**src/rtl/pwm_pkg.sv**
```systemverilog
// Shared definitions for pwm_meter: register offsets, CTRL/STATUS bit positions, FSM states.
package pwm_pkg;

  localparam logic [7:0] OFF_CTRL   = 8'd0;
  localparam logic [7:0] OFF_STATUS = 8'd1;
  localparam logic [7:0] OFF_LOW    = 8'd2;
  localparam logic [7:0] OFF_HIGH   = 8'd6;
  localparam logic [7:0] OFF_PCNT   = 8'd10;

  localparam int CTRL_EN    = 0;
  localparam int CTRL_CLR   = 1;
  localparam int STAT_VALID = 0;
  localparam int STAT_OVF   = 1;

  typedef enum logic [1:0] {
    S_IDLE = 2'd0,
    S_LOW  = 2'd1,
    S_HIGH = 2'd2
  } state_e;

endpackage

```
**src/rtl/pwm_sync_filter.sv**
```systemverilog
// Two-flop synchronizer for the PWM input; PWM_METER_FILTER_EN adds a registered
// 3-sample majority filter (one extra cycle, single-cycle pulses rejected).
module pwm_sync_filter (
  input  logic clk,
  input  logic rst,
  input  logic din,
  output logic dout
);

  logic [1:0] sync_q;

  always_ff @(posedge clk) begin
    if (rst) sync_q <= '0;
    else     sync_q <= {sync_q[0], din};
  end

`ifdef PWM_METER_FILTER_EN
  logic [1:0] hist;
  logic       maj;

  assign maj = (sync_q[1] & hist[0]) | (sync_q[1] & hist[1]) | (hist[0] & hist[1]);

  always_ff @(posedge clk) begin
    if (rst) begin
      hist <= '0;
      dout <= 1'b0;
    end else begin
      hist <= {hist[0], sync_q[1]};
      dout <= maj;
    end
  end
`else
  assign dout = sync_q[1];
`endif

endmodule

```
**src/rtl/pwm_meter.sv**
```systemverilog
// PWM period meter: measures low/high phase lengths of sig_in, exposes them on a byte
// register window with a tear-free read shadow. Optional input filter: PWM_METER_FILTER_EN.
module pwm_meter
  import pwm_pkg::*;
#(
  parameter int         CNT_W = 32,
  parameter logic [7:0] BASE  = 8'h50
) (
  input  logic             clk,
  input  logic             res,
  input  logic             init,
  input  logic [7:0]       addr,
  input  logic [7:0]       data_in,
  input  logic             we,
  output logic [7:0]       data_out,
  input  logic             sig_in,
  output logic             meas_valid,
  output logic [CNT_W-1:0] low_len,
  output logic [CNT_W-1:0] high_len
);

  localparam logic [CNT_W-1:0] CNT_MAX = {CNT_W{1'b1}};

  logic             rst, s, s_prev, fall;
  logic             en, clr, wr_ctrl, valid, ovf;
  logic [7:0]       pcnt, off, rdata;
  logic [2:0]       bsel;
  logic [CNT_W-1:0] lcnt, hcnt;
  logic [2*CNT_W-9:0] shadow;
  logic             start, done, sat;
  logic             unused_wdata;
  state_e           st, nxt;

  assign rst          = res | init;
  assign off          = addr - BASE;
  assign wr_ctrl      = we && (off == OFF_CTRL);
  assign clr          = wr_ctrl && data_in[CTRL_CLR];
  assign fall         = s_prev & ~s;
  assign unused_wdata = ^data_in[7:2];

  pwm_sync_filter u_sync (
    .clk  (clk),
    .rst  (rst),
    .din  (sig_in),
    .dout (s)
  );

  always_ff @(posedge clk) begin
    if (rst) begin
      st     <= S_IDLE;
      s_prev <= 1'b0;
    end else begin
      st     <= nxt;
      s_prev <= s;
    end
  end

  always_comb begin
    nxt   = st;
    start = 1'b0;
    done  = 1'b0;
    sat   = 1'b0;
    unique case (st)
      S_IDLE: if (fall) begin nxt = S_LOW; start = 1'b1; end
      S_LOW:
        if (s) nxt = S_HIGH;
        else if (lcnt == CNT_MAX) begin nxt = S_IDLE; sat = 1'b1; end
      S_HIGH:
        if (!s) begin nxt = S_LOW; done = 1'b1; end
        else if (hcnt == CNT_MAX) begin nxt = S_IDLE; sat = 1'b1; end
      default: nxt = S_IDLE;
    endcase
    // Disabling overrides every event; results stay untouched.
    if (!en) begin
      nxt   = S_IDLE;
      start = 1'b0;
      done  = 1'b0;
      sat   = 1'b0;
    end
  end

  always_ff @(posedge clk) begin
    if (rst) begin
      lcnt       <= '0;
      hcnt       <= '0;
      low_len    <= '0;
      high_len   <= '0;
      meas_valid <= 1'b0;
    end else begin
      meas_valid <= done;
      if (done) begin
        low_len  <= lcnt;
        high_len <= hcnt;
      end
      unique case (st)
        S_IDLE: if (start) lcnt <= CNT_W'(1);
        S_LOW:
          if (s) hcnt <= CNT_W'(1);
          else if (lcnt != CNT_MAX) lcnt <= lcnt + 1'b1;
        S_HIGH:
          if (!s) lcnt <= CNT_W'(1);
          else if (hcnt != CNT_MAX) hcnt <= hcnt + 1'b1;
        default: ;
      endcase
    end
  end

  always_ff @(posedge clk) begin
    if (rst) begin
      en    <= 1'b1;
      valid <= 1'b0;
      ovf   <= 1'b0;
      pcnt  <= 8'h00;
    end else begin
      if (wr_ctrl) en <= data_in[CTRL_EN];
      if (done) begin
        valid <= 1'b1;
        pcnt  <= pcnt + 8'd1;
      end else if (clr) begin
        valid <= 1'b0;
        pcnt  <= 8'h00;
      end
      if (sat)      ovf <= 1'b1;
      else if (clr) ovf <= 1'b0;
    end
  end

  // Byte 0 of LOW comes live (it is what the shadow captures); bytes 1..7 from the shadow.
  assign bsel = 3'(off - OFF_LOW);

  always_comb begin
    rdata = 8'h00;
    if (off == OFF_CTRL) begin
      rdata[CTRL_EN] = en;
    end else if (off == OFF_STATUS) begin
      rdata[STAT_VALID] = valid;
      rdata[STAT_OVF]   = ovf;
    end else if (off == OFF_LOW) begin
      rdata = low_len[7:0];
    end else if (off > OFF_LOW && off < OFF_PCNT) begin
      rdata = shadow[{bsel - 3'd1, 3'b000} +: 8];
    end else if (off == OFF_PCNT) begin
      rdata = pcnt;
    end
  end

  always_ff @(posedge clk) begin
    if (rst) begin
      data_out <= 8'h00;
      shadow   <= '0;
    end else begin
      data_out <= rdata;
      if (off == OFF_LOW) shadow <= {high_len, low_len[CNT_W-1:8]};
    end
  end

endmodule

```
**config.mk**
```make
export PLATFORM = sky130hd
export DESIGN_NAME = pwm_meter
export DESIGN_NICKNAME = d
export VERILOG_FILES = /design/src/rtl/pwm_pkg.sv /design/src/rtl/pwm_sync_filter.sv /design/src/rtl/pwm_meter.sv
export SDC_FILE = /design/constraint.sdc
export NUM_CORES = 1
export LEC_CHECK = 0
export ABC_AREA = 1
export CAP_MARGIN = 20
export CORE_ASPECT_RATIO = 1.1
export CORE_MARGIN = 4
export CORE_UTILIZATION = 40
export DETAILED_ROUTE_END_ITERATION = 8
export GPL_TIMING_DRIVEN = 1
export PLACE_DENSITY_LB_ADDON = 0.3
export SETUP_SLACK_MARGIN = 0.3
export SYNTH_ARGS = -nofsm -noshare
export SYNTH_HDL_FRONTEND = slang
export SYNTH_HIERARCHICAL = 1
export SYNTH_SLANG_ARGS = --single-unit
export TNS_END_PERCENT = 100
```
**constraint.sdc**
```tcl
create_clock -name clk -period 2 [get_ports clk]
set_input_delay 0.3 -clock clk [delete_from_list [all_inputs] [get_ports clk]]
set_output_delay 0.3 -clock clk [all_outputs]
set_load 0.02 [all_outputs]
```
**Word level (Yosys, flattened, before mapping)**

Cells that the tools add are included.

- Bits in read-only memories: 0
- Register bits after elaboration: 209
- Bits of input ports: 21
- Latch bits: 0
- Word-level logic and storage cells: 100
- Output and inout port bits: 73
- Memory bits (writable): 0
- Memories kept: 0

- Div/mod/pow operators: 0
- Order comparisons: 2
- Bitwise operators: 4
- Add/sub/neg operators: 6
- Reductions and logical operators: 15
- Equal/unequal tests: 19
- Shift operators: 1
- $mul: 0
- Mux-type cells: 37

Operators by type and width:

| cell | number |
|---|---|
| 32-bit two-way mux | 7 |
| 32-bit one-hot mux with 3 select lines | 1 |
| 32-bit by 1-bit adder with 32-bit output, second input constant | 2 |
| 32-bit equality test, second input constant | 2 |
| 32-bit != test, second input constant | 2 |
| 32-bit one-hot mux with 2 select lines | 1 |
| 56-bit by 7-bit variable part select with 8-bit output | 1 |
| 8-bit two-way mux | 5 |
| 1-bit two-way mux | 15 |
| 2-bit two-way mux | 6 |
| 2-bit != test, second input constant | 6 |
| 8-bit by 1-bit adder with 8-bit output, second input constant | 1 |
| 8-bit by 1-bit equality test with 1-bit output, second input constant | 1 |
| 8-bit by 2-bit equality test with 1-bit output, second input constant | 1 |
| 8-bit by 4-bit equality test with 1-bit output, second input constant | 1 |
| 8-bit by 2-bit > comparator with 1-bit output, second input constant | 1 |
| 8-bit logical NOT | 1 |
| 8-bit by 4-bit less-than comparator with 1-bit output, second input constant | 1 |
| 8-bit by 7-bit subtractor with 8-bit output, second input constant | 1 |
| 2-bit one-hot mux with 3 select lines | 1 |
| 2-bit nonzero test | 3 |
| 5-bit AND reduction | 1 |
| 2-bit by 1-bit != test with 1-bit output, second input constant | 2 |
| 4-bit AND reduction | 1 |
| 16 further kinds | 20 |

**Longest topological paths before layout**

- Depth after elaboration: 8
- Gate-level depth with buffers: 14
- Depth with buffers taken out: 13

**By module**

Netlist, hierarchy kept.

By module, submodules not included:

| module | area each (um2) | instances | seq. area each (um2) | cells each |
|---|---|---|---|---|
| pwm_meter | 10,450.0 | 1 | 4,144.0 | 1,591 |
| pwm_sync_filter | 55.1 | 1 | 40.0 | 6 |

**Worst setup path before layout**

No wires, ideal clock.

- Path type: input to register
- Start point: input port addr[0]
- End point: register data_out[0]
- Stages on the path: 14
- Arrival time: 2,015 ps
- Setup slack: -85 ps
- Path buffers: 3
- Required time: 1,930 ps
- Library setup time: 70 ps
- Path through: clkbuf_1 > inv_2 > buf_1 > ha_1 > inv_1 > clkbuf_1 > nand3_1 > nand2_1 > nand2_1 > nand2_1 > nand3_1 > nand2_1 > nand2_1 > a21oi_1

- Longest elaborated chain between the ends: 8
- Elaborated cells between the ends (all ways): 16
- Classes of those cells: 3 x add/sub; 2 x order compare; 3 x eq/ne; 1 x shift; 5 x mux; 2 x reduce/logical

RTL lines:

| element | line | text |
|---|---|---|
| start, declared | pwm_meter.sv:12 | `input logic [7:0] addr,` |
| 8-bit by 7-bit subtractor with 8-bit output (*) | pwm_meter.sv:35 | `assign off = addr - BASE;` |
| 3-bit by 2-bit subtractor with 3-bit output | pwm_meter.sv:129 | `assign bsel = 3'(off - OFF_LOW);` |
| 3-bit by 1-bit subtractor with 3-bit output | pwm_meter.sv:141 | `rdata = shadow[{bsel - 3'd1, 3'b000} +: 8];` |
| 56-bit by 7-bit variable part select with 8-bit output | pwm_meter.sv:141 |  |
| 8-bit two-way mux | pwm_meter.sv:140 | `end else if (off > OFF_LOW && off < OFF_PCNT) begin` |
| 8-bit two-way mux | pwm_meter.sv:138 | `end else if (off == OFF_LOW) begin` |
| 2-bit two-way mux | pwm_meter.sv:135 | `end else if (off == OFF_STATUS) begin` |
| 1-bit two-way mux (*) | pwm_meter.sv:133 | `if (off == OFF_CTRL) begin` |
| end signal, assigned | pwm_meter.sv:152 | `data_out <= rdata;` |
| end, declared | pwm_meter.sv:15 | `output logic [7:0] data_out,` |

Mark *: on every way between the ends. The rest lies on a longest branch, timed or not.
A chain may end at the register's enable or synchronous reset.

**Worst setup path in the final report**

- Start point: register st[0]
- End point: register lcnt[16]

- Longest elaborated chain between the ends: 5
- Elaborated cells between the ends (all ways): 12
- Classes of those cells: 6 x eq/ne; 3 x mux; 3 x reduce/logical

RTL lines:

| element | line | text |
|---|---|---|
| start, declared | pwm_meter.sv:32 | `state_e st, nxt;` |
| start signal, assigned | pwm_meter.sv:53 | `st <= nxt;` |
| 2-bit logical NOT | pwm_meter.sv:63, pwm_meter.sv:95 |  |
| 1-bit two-way mux | pwm_meter.sv:63 | `unique case (st)` |
| 1-bit two-way mux | pwm_meter.sv:74 | `if (!en) begin` |
| 2-bit != test (no line) | - |  |
| 5-bit AND reduction (no line) | - |  |
| end signal, assigned | pwm_meter.sv:99 | `else if (lcnt != CNT_MAX) lcnt <= lcnt + 1'b1;` |
| end, declared | pwm_meter.sv:28 | `logic [CNT_W-1:0] lcnt, hcnt;` |

Several ways; a longest one is shown, not always the timed one.

==> metrics.yaml <==
outcome:
  outcome: "complete, no violations"
timing:
  period_share_pct: 91.5
  setup_tns_ns: 0
  max_slew_margin_pct: 67.6
  finalHoldViolCount: 0
  fin_hold_ws_ns: 0.307
  fmax_mhz: 547
  worstMarginPinSlew_ns: 0.486
  fin_skew_ns: 0.0155
  setup_viol: 0
  slew_viol_final: 0
  final.min_clock_period_ns: 1.83
  setup_ws_ns: 0.171
  grt_setup_unrepaired: "yes"
floorplan:
  fp.dieW_um: 163
  dieArea_sq_um: 28900
  core_area_sq_um: 25600
  num_rows: 61
  die_h_um: 178
  design.portCount: 94
  initial_core_util_pct: 41.1
yosys:
  ys_warn_count: 6
  netlist_area_sq_um: 10500
  avgSynthCellArea_sq_um: 6.58
  ys_ff_latch: 209
  ys_async_sr_fraction_pct: 0
  synth_cell_type_count: 32
  syn_nets: 1632
  synth-main-ff-cell: "dfxtp_1"
  synth_area_leaders: "dfxtp_1 40%, nand2_1 14%, nor2_1 8.6%"
  synth_edf_count: 0
  yosysSeqAreaShare_pct: 39.8
  synth_top_area_cell: "dfxtp_1"
  synth_top_area_share_pct: 39.8
  syn_inst: 1597
power:
  p_leak_nw: 5.54
  p_per_area_nw_per_um2: 659
  peakVddDrop_mv: 0.536
worst_setup_path:
  crit_buf_inv: 4
  worst_r2r_endpoint: "lcnt[16]"
  critPathSlowestCell: "dfxtp_4"
  criticalPathCategory: "reg2reg"
  end_kind: "register"
  crit_path_start_kind: "register"
  cp_data_arrival_time_ns: 2.29
  worst_ep_required_time_ns: 2.46
  critPathTopFamily: "simple AND/OR/NAND/NOR gates"
  worstRegToRegCells: 12
  critPathMaxStageDelay_ns: 0.38
  path_cells: "inv_4 -> ha_4 -> nand2_2 -> nand4_1 -> nor2_4 -> nand2_4 -> nand2_8 -> buf_8 -> buf_6 -> buf_16 -> nand3_2 -> a21oi_2"
  ff2ff_setup_slack_ns: 0.17
  reg2reg_from: "st[0]"
  path_max_fanout: 4
grt:
  grt_usage_pct: 23.4
  gr-total-overflow: 0
  antenna_found_initial: 1
  grt_max_degree: 50
  first_global_vias: 10333
  grt_pass1_wl_um: 54900
clock_network:
  cts_root_buffer: "clkbuf_16"
  htreeDepth: 1
  clk_latency_ns: 0.53
  cts_tree: "done"
  ctsHoldBuffers: 0
  numCtsBuffers: 24
  clock_sinks: 209
  clockBufferDepth: 3
  clk_pin_slew_ns: 0.06
final_layout:
  antenna_cells: 0
  n_fill_cell: 2402
  final_area_sq_um: 14400
  syn2layout_area_growth_pct: 37.5
  drive_above_1_share_pct: 20.9
  nets: 1822
  final_cell_mix: "364 x nand2_1, 219 x nor2_1, 186 x dfxtp_1, 165 x a21oi_1, 131 x o21ai_0"
  final_common_cell: "nand2_1"
  finalNonFillerCells: 2151
placed_design:
  place.gp.congestion: 0.907
  pre_cts_slack_ns: -0.319
  dp_cells: 2058
  dp_hpwl_um: 24300
  port_buffers: 87
  placed_area_sq_um: 12400
hold_path:
  worstHoldStart: "sig_in"
  holdPathStages: 3
  min_to: "u_sync/sync_q[0]"
  hp-class: "in2reg"
detailed_routing:
  wl_um: 35600
  vias: 11279
  antenna_left: 0
  avgViaCountPerCell: 5.24
  wl_per_cell_um: 16.6
  dr.first_iter.drc_count: 882
  dr.pass1.iters: 5
  drc: 0
flow_run:
  drv_cap: 0
## cell usage after synthesis (9+ instances only)
library cell,n
nand2_1,402
nor2_1,241
dfxtp_1,209
a21oi_1,179
o21ai_0,137
inv_1,136
nand3_1,100
clkbuf_1,42
a21oi_2,20
buf_2,19
nand2_2,15
ha_1,14
xnor2_1,13
xor2_1,9
## kinds of logic (layout without fill, tap and decap cells)
group | count (synthesis) | in the layout | share of synthesized area, %
AO/OA/AOI/OAI | 346 | 346 | 17.3
adder cells (fa/ha/maj) | 14 | 14 | 1.67
buffers and inverters | 218 | 426 | 8.44
flip-flops | 209 | 209 | 39.8
XOR/XNOR | 22 | 22 | 1.83
AND/OR/NAND/NOR | 788 | 788 | 30.9
## worst register-to-register path, cell delays in order, from the launching register on
cell	delay [ns]
dfxtp_4	0.38
inv_4	0.06
ha_4	0.17
nand2_2	0.07
nand4_1	0.14
nor2_4	0.21
nand2_4	0.09
nand2_8	0.09
buf_8	0.13
buf_6	0.11
buf_16	0.12
nand3_2	0.07
a21oi_2	0.13
## power by group
part,internal (W),switching [W],leakage (nW)
sequential,0.00417,0.00000704,1.69
clock,0.00292,0.00181,0.418
combinational,0.000246,0.000365,3.43
## stage by stage
stage	utilization (%)	total power, W
floorplan	-	0.00455
global placement	48.5	0.00471
detailed placement	48.5	0.00472
CTS	54.5	0.00951
global route	56.5	0.00980
finish	56.5	0.00952
## worst max path at each step
stage,startpoint,end,slack (ns),cells past startpoint
after floorplan,addr[0],shadow[45],0.30,11
after global placement,addr[4],shadow[3],-0.30,12
after detailed placement,addr[4],data_out[2],-0.32,12
after CTS,st[1],lcnt[15],0.22,12
after global routing,st[0],lcnt[16],0.1,12
final,st[0],lcnt[16],0.17,12
## cell type report
class                      count  area [sq um]  area share (%)
multi-input combinational   1170          5970            41.4
sequential                   209          4220            29.2
timing repair buffer         233          2330            16.1
clock buffer                  34           688            4.76
inverter                     145           576            3.98
tap                          346           433            3.00
clock inverter                10           171            1.19
timing repair inverter         4          56.3           0.390
## sequential cells by signal (all words and copies together) (netlist names)
name / flops
shadow: 56
hcnt: 32
high_len: 32
lcnt: 32
low_len: 32
data_out: 8
pcnt: 8
st: 2
u_sync/sync_q: 2
en: 1
meas_valid: 1
ovf: 1
s_prev: 1
valid: 1
## timing repair
action	in CTS	in global routing
endpoints found under the setup margin	223	142
resized for setup	179	103
cloned	12	2
pin swaps	16	44
buffers inserted	22	13
## per-layer routing
layer | GRT usage (%) | vias to the layer above | wire, um
li1 | - | 5519 | -
met1 | 31.9 | 5287 | 15600
met2 | 38.8 | 395 | 16700
met3 | 2.65 | 78 | 2160
met4 | 7.75 | 0 | 1160
met5 | 0 | - | 0
Note: power is estimated with default switching activity, not from simulation.
